--- src/rtl/neuron_driver.sv ---
// Ready/valid front end for a fixed-latency ReLU neuron: input FIFO, credit-based issue, result FIFO.
// Define NEURON_DRV_SELFCHECK_EN to add a shadow model that flags mismatching neuron outputs on err.
module neuron_driver #(
  parameter int unsigned IDEPTH  = 4,
  parameter int unsigned RDEPTH  = 4,
  parameter int unsigned LATENCY = 3
) (
  input  logic               clk,
  input  logic               rst_n,
  input  logic               run,
  input  logic               ld_valid,
  output logic               ld_ready,
  input  logic signed [7:0]  ld_x,
  input  logic signed [7:0]  ld_w,
  input  logic signed [7:0]  ld_bias,
  output logic signed [7:0]  n_x,
  output logic signed [7:0]  n_w,
  output logic signed [7:0]  n_bias,
  input  logic signed [17:0] n_y,
  output logic               res_valid,
  input  logic               res_ready,
  output logic signed [17:0] res_data,
  output logic               busy,
  output logic               done,
  output logic               err
);
  localparam int unsigned IAW = $clog2(IDEPTH);
  localparam int unsigned RAW = $clog2(RDEPTH);
  localparam int unsigned CW  = $clog2(RDEPTH + 1);

  typedef enum logic [1:0] {StIdle, StIssue, StDrain} state_e;
  state_e state_q;

  logic [23:0]        in_mem [IDEPTH];
  logic [IAW:0]       in_wptr_q, in_rptr_q;
  logic [23:0]        in_head;
  logic               in_empty, in_full, ld_fire;
  logic [17:0]        res_mem [RDEPTH];
  logic [RAW:0]       res_wptr_q, res_rptr_q;
  logic               res_empty, res_pop;
  logic [CW-1:0]      credits_q;
  logic [LATENCY-1:0] vld_q;
  logic               issue, capture;

  assign in_empty  = (in_wptr_q == in_rptr_q);
  assign in_full   = (in_wptr_q[IAW] != in_rptr_q[IAW]) &&
                     (in_wptr_q[IAW-1:0] == in_rptr_q[IAW-1:0]);
  // Held low while reset is asserted even though the FIFO is empty.
  assign ld_ready  = rst_n & ~in_full;
  assign ld_fire   = ld_valid & ld_ready;
  assign in_head   = in_mem[in_rptr_q[IAW-1:0]];

  assign res_empty = (res_wptr_q == res_rptr_q);
  assign res_valid = ~res_empty;
  assign res_data  = res_empty ? '0 : res_mem[res_rptr_q[RAW-1:0]];
  assign res_pop   = res_valid & res_ready;

  // Credits cover both stored and in-flight results, so a capture always finds space.
  assign issue   = (state_q == StIssue) & ~in_empty & (credits_q < CW'(RDEPTH));
  assign capture = vld_q[LATENCY-1];

  always_ff @(posedge clk) begin
    if (ld_fire) in_mem[in_wptr_q[IAW-1:0]] <= {ld_x, ld_w, ld_bias};
    if (capture) res_mem[res_wptr_q[RAW-1:0]] <= n_y;
  end

  always_ff @(posedge clk or negedge rst_n) begin
    if (!rst_n) begin
      in_wptr_q  <= '0;
      in_rptr_q  <= '0;
      res_wptr_q <= '0;
      res_rptr_q <= '0;
      credits_q  <= '0;
      vld_q      <= '0;
      n_x        <= '0;
      n_w        <= '0;
      n_bias     <= '0;
    end else begin
      if (ld_fire) in_wptr_q  <= in_wptr_q + 1'b1;
      if (issue)   in_rptr_q  <= in_rptr_q + 1'b1;
      if (capture) res_wptr_q <= res_wptr_q + 1'b1;
      if (res_pop) res_rptr_q <= res_rptr_q + 1'b1;
      credits_q <= credits_q + CW'(issue) - CW'(res_pop);
      vld_q     <= (vld_q << 1) | LATENCY'(issue);
      if (issue) begin
        n_x    <= in_head[23:16];
        n_w    <= in_head[15:8];
        n_bias <= in_head[7:0];
      end else begin
        n_x    <= '0;
        n_w    <= '0;
        n_bias <= '0;
      end
    end
  end

  always_ff @(posedge clk or negedge rst_n) begin
    if (!rst_n) begin
      state_q <= StIdle;
      busy    <= 1'b0;
      done    <= 1'b0;
    end else begin
      done <= 1'b0;
      unique case (state_q)
        StIdle: begin
          if (run) begin
            state_q <= StIssue;
            busy    <= 1'b1;
          end
        end
        StIssue: begin
          if (!run) state_q <= StDrain;
        end
        StDrain: begin
          if (run) begin
            state_q <= StIssue;
          end else if (vld_q == '0) begin
            state_q <= StIdle;
            busy    <= 1'b0;
            done    <= 1'b1;
          end
        end
        default: state_q <= StIdle;
      endcase
    end
  end

`ifdef NEURON_DRV_SELFCHECK_EN
  logic signed [7:0]  hx, hw, hb;
  logic signed [15:0] prod;
  logic signed [16:0] sum;
  logic [17:0]        exp_now;
  logic [17:0]        exp_q [LATENCY];

  always_comb begin
    hx      = in_head[23:16];
    hw      = in_head[15:8];
    hb      = in_head[7:0];
    prod    = hx * hw;
    sum     = {prod[15], prod} + {{9{hb[7]}}, hb};
    exp_now = sum[16] ? 18'd0 : {1'b0, sum};
  end

  // Expected values ride alongside vld_q; only entries with a valid bit are ever compared.
  always_ff @(posedge clk) begin
    exp_q[0] <= exp_now;
    for (int i = 1; i < int'(LATENCY); i++) exp_q[i] <= exp_q[i-1];
  end

  always_ff @(posedge clk or negedge rst_n) begin
    if (!rst_n) err <= 1'b0;
    else if (capture && (n_y != exp_q[LATENCY-1])) err <= 1'b1;
  end
`else
  assign err = 1'b0;
`endif

endmodule

--- config.mk ---
export PLATFORM = sky130hd
export DESIGN_NAME = neuron_driver
export DESIGN_NICKNAME = d
export VERILOG_FILES = /design/src/rtl/neuron_driver.sv
export SDC_FILE = /design/constraint.sdc
export NUM_CORES = 1
export LEC_CHECK = 0
export CAP_MARGIN = 20
export CELL_PAD_IN_SITES_DETAIL_PLACEMENT = 1
export CELL_PAD_IN_SITES_GLOBAL_PLACEMENT = 2
export CORE_ASPECT_RATIO = 0.9
export CORE_MARGIN = 2
export CORE_UTILIZATION = 40
export CTS_BUF_LIST = sky130_fd_sc_hd__clkbuf_2 sky130_fd_sc_hd__clkbuf_4 sky130_fd_sc_hd__clkbuf_8
export CTS_CLUSTER_DIAMETER = 120
export CTS_CLUSTER_SIZE = 24
export DETAILED_ROUTE_END_ITERATION = 8
export PLACE_DENSITY = 0.77
export SETUP_SLACK_MARGIN = 0.15
export SLEW_MARGIN = 20
export SYNTH_ARGS = -nofsm -noshare
export SYNTH_HDL_FRONTEND = slang
export SYNTH_SLANG_ARGS = --single-unit
--- constraint.sdc ---
create_clock -name clk -period 2.4 [get_ports clk]
set_input_delay 0.36 -clock clk [delete_from_list [all_inputs] [get_ports clk]]
set_output_delay 0.36 -clock clk [all_outputs]
set_load 0.005 [all_outputs]
==> results of run 1 <==
[power by group through the flow]
| stage | Clock, mW | Sequential, mW | Combinational, mW |
|---|---|---|---|
| 5_1_grt | 1.84 | 5.06 | 4.85 |
| 4_1_cts | 1.73 | 5.01 | 4.31 |
| 2_1_floorplan | 0 | 4.94 | 2.25 |
| 3_3_place_gp | 0 | 4.97 | 3.76 |
| 3_5_place_dp | 0 | 5.02 | 3.85 |
| 6_report | 1.65 | 4.99 | 4.46 |
[Yosys cell counts]
library cell  instances
a21boi_0              1
a21oi_1               3
and2_1                8
and2b_1               1
buf_2                 3
buf_4                 6
buf_6                 2
buf_8                 1
clkbuf_1              3
conb_1                1
dfrtp_1              46
edfxtp_1            168
fa_1                  1
ha_1                 11
inv_1                10
mux2_1                1
mux2_2                2
mux4_2               42
nand2_1               1
nand2b_1              1
nand3_1               1
nor2b_1              42
nor3_2                1
nor3b_1               1
nor4b_1               1
o21ai_0               1
o311ai_0              2
o311ai_1              1
o31a_1                2
o31ai_1               1
o31ai_2               1
o31ai_4               1
or3_1                 1
xnor2_1               9
xor2_1                6
xor2_2                3
[worst max-delay path: stages (launching register included)]
cell and delay [ns]:
dfrtp_2 0.53, clkbuf_16 0.21, buf_6 0.10, mux4_2 0.49
nor2b_4 0.14, buf_2 0.12
[state kept, by name (all words and copies together), names as in the netlist, 8 cells and up]
signal / cells
n_x: 8
n_w: 8
n_bias: 8
res_mem: 72
in_mem: 96
[metrics by stage]
stage	total power [mW]	hold slack, ns	area [um^2]
2_1_floorplan	7.194	0.06441	8150
3_3_place_gp	8.736	0.2248	9483
6_report	11.10	0.2322	10110
4_1_cts	11.06	0.1969	10020
3_5_place_dp	8.867	0.2296	9483
5_1_grt	11.75	0.2106	10100
[cells in the final DEF, fill, tap and decap left out, drive strengths merged]
cell             n
ha              11
xnor2            9
clkbuf          21
mux2             3
clkdlybuf4s50   71
nor3b            1
inv             10
a21boi           1
edfxtp         168
nand2b           1
xor2             9
nor2b           42
o31a             2
and2             8
fa               1
or3              1
dfrtp           46
and2b            1
nand2            1
buf             62
conb             1
o31ai            3
dlygate4sd2      1
diode            1
nand3            1
a21oi            3
mux4            42
dlygate4sd3      1
nor4b            1
clkinv           1
nor3             1
o21ai            1
o311ai           3
[what timing repair did]
action,in CTS,in global routing
buffers inserted,20,2
cloned,1,1
setup endpoints to repair,21,20
resized for setup,118,14
hold buffers,1,0
hold endpoints to repair,3,0
pin swaps,3,0
[routing by layer]
metal	wire length, um	global-route usage, %	vias up
li1	-	-	1745
met1	6755	19.58	2047
met2	7894	25.66	100
met3	787	3.550	15
met4	217	2.339	0
met5	0	0	-
[worst min path at each step]
stage          startpoint  endpoint  slack [ns]  cells after the start
2_1_floorplan       rst_n      busy        0.06                      0
3_3_place_gp        rst_n    n_w[1]        0.22                      1
3_5_place_dp        rst_n    n_w[1]        0.23                      1
4_1_cts             rst_n    n_w[1]        0.20                      2
5_1_grt             rst_n    n_w[2]        0.21                      2
6_report            rst_n    n_w[2]        0.23                      2
[cell families after synthesis]
logic type,count (synthesis)
other,1
AND/OR/NAND/NOR,58
AO/OA/AOI/OAI,13
adder cells (fa/ha/maj),12
XOR/XNOR,18
flip-flops,214
buffers and inverters,25
multiplexers,45
[cell type report]
| class | instances | area, um^2 | area share [%] |
|---|---|---|---|
| diodes | 1 | 2.502 | 0.02476 |
| multi-input cells | 147 | 1979 | 19.58 |
| inverters | 10 | 37.54 | 0.3714 |
| clock inverters | 1 | 3.754 | 0.03714 |
| flip-flops and latches | 214 | 6205 | 61.39 |
| well taps | 255 | 319.1 | 3.157 |
| repair buffers | 137 | 1336 | 13.22 |
| clock buffers | 19 | 224.0 | 2.216 |
==> flow_summary.yaml, run 1 <==
status:
  status: "finished, violations left"
  violations: "negative setup slack"
global_routing:
  grt_overflow: 0
  antenna_found_initial: 0
  track_usage_pct: 14.82
  grt_max_degree: 44
  grt_pass1_vias: 4420
  grt_pass1_wl_um: 24850
placed_design:
  port_buffers: 92
  post-place-ws_ns: 0.1717
  place_congestion: 0.6771
  dp_hpwl_um: 9570
  placed_cells: 738
clock_tree:
  cts_htree_levels: 1
  clk_path_buf_depth: 3
  cts_inserted_buffers: 12
  cts_tree: "done"
  clkSinkCount: 214
  clk_pin_slew_ns: 0.14
  clkLatencyLatePin_ns: 0.50
  clockRootBuffer: "clkbuf_8"
worst_setup_path:
  worstReg2RegStart: "res_rptr_q[0]"
  cp_max_fo: 6
  reg2regPathDepth: 9
  critPathLaunchType: "flop"
  reg2reg_to: "credits_q[2]"
  crit_type: "reg -> out"
  cp-endpoint: "res_data[14]"
  startpoint: "res_rptr_q[0]"
  cp.arrival_ns: 2.06
  timing.reg2reg.setup_slack_ns: 0.12
  endpoint_kind: "output port"
  worstPathRequired_ns: 2.04
pwr:
  power_density_mw_per_mm2: 1098
  swShare_pct: 29.65
  comb_power_share_pct: 40.2
  leakagePower_nw: 3.587
  ir_drop_v: 0.0005877
  pwr-share-clk_pct: 14.8
  p_seq_share_pct: 45.0
  p_sw_mw: 3.291
  internal_power_mw: 7.806
finish:
  final_nets: 581
  drive_above_1_share_pct: 30.30
  area_delta_synth_final_pct: 24.11
  finalNonFillerCells: 784
  final_util_pct: 50.57
  fill_cells: 1825
route:
  dr.pass1.iters: 6
  drt-initial-drc-count: 215
  drtAntennaViolNets: 0
  drc_errors: 0
  finalWirelength_um: 15650
  wire_per_inst_um: 19.97
  via_per_inst: 4.983
  vias: 3907
hold_path:
  min_path_type: "in -> async"
timing:
  period_minus_slack_ns: 2.418
  fin_crit_sh_pct: 100.7
  fin_ws_ns: -0.01763
  tightest_slew_ns: 0.5981
  slew_violations: 0
  hold_viol_final: 0
  fmax_mhz: 413.6
  finClkSkew_ns: 0.02628
  fin_setup_tns_ns: -0.02034
  setup_viol: 2
  relSlewSlack_pct: 60.12
  rsz0062_at_grt: "yes"
synth:
  yosysTopAreaCell: "edfxtp_1"
  syn_nets: 445
  netlist_area_mm2: 0.008144
  netlist_instances: 386
  synth_top_area_share_pct: 61.94
  synth-compound-area-share_pct: 1.383
  ys_ff_latch: 214
  yosys.area_share.simple_pct: 4.517
  synth_mux_area_share_pct: 12.03
  ys_types: 36
  synth-xor-area-share_pct: 2.212
  synth_top_family_by_area: "multiplexers"
  yosys_warnings: 0
  synthTopCellsByArea: "edfxtp_1, dfrtp_1, mux4_2"
  synthAdderAreaFrac_pct: 1.936
  synth-seq-area-share_pct: 76.08
  syn_area_per_cell_um2: 21.10
flow_run:
  max-cap-violations: 0
die:
  rows: 49
  fp.dieW_um: 154.4
  boundaryPins: 94
  die-height_um: 139.4
  core-area_mm2: 0.01999
  initial_core_util_pct: 40.75
  die_area_mm2: 0.02152
Note: power is estimated with default switching activity, not from simulation.
==> run 2: changes to the inputs <==
Settings changed: CORE_UTILIZATION 40 to 45, HOLD_SLACK_MARGIN from default to 0.08, PLACE_DENSITY 0.77 to 0.81.
Clock period 2.4 ns to 2.6 ns, I/O delays scaled along.
==> flow_summary.yaml, run 2 (synthesis gave the netlist of run 1 again) <==
finish:
  mostFrequentLayoutCells: "edfxtp_1, clkdlybuf4s50_1, dfrtp_1, mux4_2, nor2b_1"
  final_common_cell: "edfxtp_1"
  largest_reg_flops: 96
  final_area_mm2: 0.009839
  final_nets: 567
  drive_above_1_share_pct: 25.68
  antenna_cells: 0
  area_delta_synth_final_pct: 20.82
timing:
  fin_crit_sh_pct: 91.08
  setup_viol: 0
  hold_viol_final: 0
  tightest_slew_ns: 0.5505
  finClkSkew_ns: 0.01511
  fin_setup_tns_ns: 0
  slew_violations: 0
  relSlewSlack_pct: 63.30
  fmax_mhz: 422.3
  period_minus_slack_ns: 2.368
  rsz0062_at_grt: "yes"
worst_setup_path:
  cp_max_fo: 5
  slowest_stage: "mux4_2"
  crit_path_max_incr_delay_ns: 0.50
  worstPathRequired_ns: 2.21
  cp_common_cell: "buf_12"
  cp.arrival_ns: 1.98
  critPathLaunchType: "flop"
  path_cells: "buf_12 > buf_12 > mux4_2 > nor2b_1 > buf_2"
  crit_type: "reg -> out"
  endpoint_kind: "output port"
placed_design:
  place_congestion: 0.6861
  port_buffers: 92
  dp_hpwl_um: 10150
  place_area_mm2: 0.009409
pwr:
  internal_power_mw: 6.872
  leakagePower_nw: 3.472
  swShare_pct: 29.67
  power.total_mw: 9.771
  ir_drop_v: 0.0004954
  p_seq_share_pct: 47.1
  power_density_mw_per_mm2: 993.0
  pwr-share-clk_pct: 15.4
  p_sw_mw: 2.899
  comb_power_share_pct: 37.5
route:
  vias: 3841
  drt-initial-drc-count: 161
  via_per_inst: 5.094
  dr.pass1.iters: 4
  drc_errors: 0
  finalWirelength_um: 15770
  drtAntennaViolNets: 0
  wire_per_inst_um: 20.92
die:
  die-height_um: 131.6
  boundaryPins: 94
  initial_core_util_pct: 46.09
  core-area_mm2: 0.01767
  die_area_mm2: 0.01919
  fp.dieW_um: 145.8
  rows: 46
flow_run:
  max-cap-violations: 0
global_routing:
  grt_max_degree: 41
  antenna_found_initial: 0
  track_usage_pct: 17.08
  grt_pass1_vias: 4491
  grt_pass1_wl_um: 25130
  grt_overflow: 0
clock_tree:
  clockRootBuffer: "clkbuf_8"
  clk_path_buf_depth: 3
  cts_inserted_buffers: 12
  clkLatencyLatePin_ns: 0.50
  cts_tree: "done"
  cts_htree_levels: 1
  clkSinkCount: 214
  clk_pin_slew_ns: 0.14
status:
  status: "complete, no violations"
hold_path:
  min_path_type: "in -> async"
-- run 2: changes by cell type in the layout (fill, tap and decap cells not counted), sizes merged --
cell,before,now
buf,62,39
clkbuf,21,29
clkdlybuf4s50,71,72
diode,1,0
-- run 2: final cells by class --
class | count | area, um^2
Fill cell | 1603 | 7830
Clock inverter | 1 | 3.754
Sequential cell | 214 | 6200
Multi-Input combinational cell | 147 | 1922
Tap cell | 240 | 300.3
Inverter | 10 | 37.54
Timing Repair Buffer | 123 | 1152
Clock buffer | 19 | 224.0
-- run 2: power by group through the flow --
stage / Clock (mW) / Sequential [mW] / Combinational, mW
3_5_place_dp: 0 / 4.64 / 3.46
4_1_cts: 1.58 / 4.58 / 3.76
3_3_place_gp: 0 / 4.59 / 3.35
6_report: 1.50 / 4.60 / 3.67
5_1_grt: 1.68 / 4.66 / 4.02
2_1_floorplan: 0 / 4.56 / 2.07
-- run 2: per-layer routing --
layer / vias up / track usage (%) / part of all wire [%]
met4: 0 / 5.065 / 2.9
met2: 97 / 31.05 / 53
met3: 29 / 3.576 / 4.6
met1: 2003 / 20.49 / 40
li1: 1712 / - / -
met5: - / 0 / 0
-- run 2: path summary, 6_finish.rpt --
kind	start	endpoint	slack, ns	cells past startpoint
setup / recovery	res_rptr_q[0]	res_data[17]	0.23	5
hold / removal	rst_n	in_rptr_q[2]	0.25	2
setup reg to reg	res_rptr_q[0]	credits_q[2]	0.36	9
hold reg to reg	vld_q[0]	vld_q[1]	0.38	0
max in group asynchronous	rst_n	res_rptr_q[0]	1.53	3
min in group clk	vld_q[0]	vld_q[1]	0.38	0
-- run 2: worst max-delay path: cells and delay by family, from the launching register on --
kind          cells  cell delay (ns)
buf+inv           3             0.38
flops             1             0.46
mux               1             0.50
simple gates      1             0.14
-- run 2: metrics by stage --
step                      util [%]  hold slack (ns)  worst slack [ns]  instances
after floorplan                  -          0.09441            0.3063        386
after global placement       53.25           0.2530            0.3841        721
after detailed placement     53.25           0.2552            0.3363        721
after CTS                    55.70           0.2268            0.1091        754
after global routing         55.69           0.2551            0.1290        754
final                        55.69           0.2504            0.2320        754
-- run 2: repair_timing --
item | CTS | global route
setup endpoints to repair | 19 | 18
cloned | 2 | 0
resized for setup | 71 | 17
hold buffers | 1 | 0
setup buffers | 10 | 0
hold endpoints to repair | 6 | 0
pin swaps | 1 | 1
==> variant, RTL diff (settings of run 2) <==
Change the parameter `LATENCY` from 3 to 5.
--- a/src/rtl/neuron_driver.sv
+++ b/src/rtl/neuron_driver.sv
@@ -5,3 +5,3 @@
   parameter int unsigned RDEPTH  = 4,
-  parameter int unsigned LATENCY = 3
+  parameter int unsigned LATENCY = 5
 ) (
Function: changed (Yosys sat finds a counterexample within 10 cycles, from zero or initial values and one cycle with rst_n low).
==> variant against run 2 <==
Routed wire length barely moved; sequential cell count grew 2; worst setup slack got worse by 230 ps; fmax shrank 8.9%; hold slack improved by 140 ps; critical path depth is 1 higher; total power rose by 5.5%; synthesized cell count up 1.0%; area after synthesis up 0.71%; design area up 2.9%; register-to-register slack lost 50 ps; die area up 0.69%; critical path type unchanged; highest routed layer unchanged.
==> variant: results (changes against run 2) <==
status: completed
Initial DRC Count: 155 (-3.7%)
routed len/inst: 20.4 um (-2.2%)
Finished Layout Cells: 771 (+2.3%)
Least-Margin Pin Slew: 529 ps (-21.7 ps)
Highest Signal Layer: met4
global-route wire length before repair: 24800 um (-1.4%)
Nets: 584 (+3.0%)
Layout Skew: 33.9 ps (+18.8 ps)
Pre-Repair DR Iteration Count: 4 (unchanged)
Distinct cells, synth: 36 (unchanged)
Synthesis Warnings: 0 (unchanged)
crit-path max FO: 4 (-1)
global placement routability congestion: 0.700 (+2.1%)
Inst Count DP: 722 (+0.14%)
DR vias: 3938 (+2.5%)
Clock Path Buffers: 3 (unchanged)
H-Tree Level Count: 1 (unchanged)
Synth top cells by count: edfxtp_1, dfrtp_1, nor2b_1
initial antenna violation count: 0 (unchanged)
number of port buffers: 92 (unchanged)
metal2 WL: 8370 um (+0.73%)
Leak: 3.62 nW (+4.3%)
number of synthesized flops with an enable pin: 168 (unchanged)
Rows: 46 (unchanged)
Root Buffer: clkbuf_8
Synth Flop Type: edfxtp_1
GR Util All Layers: 16.5% (-0.58 points)
hpwl dp: 9300 um (-8.3%)
largest net degree at the start of global routing: 34 (-17%)
number of flip-flops in the largest register: 96 (unchanged)
CTS Buf Count: 12 (unchanged)
R2R Setup Slk: 310 ps (-50 ps)
Post-Synthesis Net Count: 449 (+0.90%)
fraction of registers with async set or reset after synthesis: 22.2% (+0.73 points)
worst skew pair latency: 510 ps
vias in the first global route: 4467 (-0.53%)
Worst-path clk slew: 150 ps
Metal-1 WL: 6310 um (+0.49%)
VDD IR max: 0.467 mV (-5.7%)
layout cells sized above 1: 28.1% (+2.4 points)
antenna diode count: 0 (unchanged)
Hold Path Class: flip-flop to flip-flop
routed wl met3: 864 um (+19%)
Arr. time, crit path: 2210 ps (+230 ps)
Seq/Total Area, Yosys: 76.2% (+0.076 points)
largest cells by area after synthesis: edfxtp_1, dfrtp_1, mux4_2, nor2b_1, ha_1
gate count of the mapped netlist: 390 (+1.0%)
[variant: timing repair]
action | CTS | global route
resized for setup | 86 | 16
pin swaps | 2 | 2
cloned | 3 | 0
hold buffers | 1 | 0
endpoints found under the setup margin | 19 | 20
hold endpoints to repair | 48 | 0
setup buffers | 23 | 2
[variant: cells by family (layout without fill, tap and decap cells)]
logic type | count (synthesis) | in the layout | share of synthesized area, %
other | 1 | 1 | 0.0457
AOI/OAI and AO/OA | 12 | 12 | 1.33
adders and majority gates | 12 | 12 | 1.92
muxes | 45 | 45 | 11.9
xor gates and xnor gates | 18 | 18 | 2.20
and+or+nand+nor | 59 | 59 | 4.49
DFF | 216 | 216 | 76.2
buffers and inverters | 27 | 168 | 1.92
[variant: cell type report]
| cell class | instances | area (um^2) |
|---|---|---|
| inverters | 11 | 41.3 |
| clock buffers | 20 | 231 |
| well taps | 240 | 300 |
| multi-input cells | 147 | 1960 |
| fillers | 1577 | 7600 |
| repair buffers | 137 | 1350 |
| flip-flops and latches | 216 | 6250 |
[variant: where the power goes]
group          internal [mW]  switching, mW
combinational           2.34           1.79
sequential              4.33          0.306
clock                  0.571          0.972
[variant: worst paths after layout]
| check | to | depth (start not counted) | startpoint |
|---|---|---|---|
| worst max-delay path | res_data[13] | 6 | res_rptr_q[0] |
| worst min register to register | vld_q[2] | 0 | vld_q[1] |
| worst max register to register | credits_q[2] | 10 | res_rptr_q[0] |
| max in group asynchronous | in_rptr_q[0] | 3 | rst_n |
| min in group asynchronous | n_x[0] | 3 | rst_n |
| worst min-delay path | vld_q[2] | 0 | vld_q[1] |
[variant: metrics by stage]
step	power (mW)	cell area (um^2)	setup slack [ps]	hold WS (ps)	TNS [ps]
6_report	10.3	10100	0.0333	388	0
3_3_place_gp	7.99	9480	435	355	0
4_1_cts	10.2	10100	23.6	391	0
3_5_place_dp	8.14	9480	362	362	0
5_1_grt	10.9	10100	-61.5	399	-377
2_1_floorplan	6.68	8200	331	94.4	0
[variant: metal layers]
metal	global-route usage (%)	vias up
met5	0	-
met4	3.02	0
met3	3.39	21
li1	-	1747
met1	21.0	2078
met2	29.8	92
[variant: worst max-delay path, stage by stage (launching register included)]
cell and delay, ps:
dfrtp_2 480, buf_4 170, buf_12 120, buf_12 120
mux4_2 460, nor2b_4 150, clkdlybuf4s15_1 190
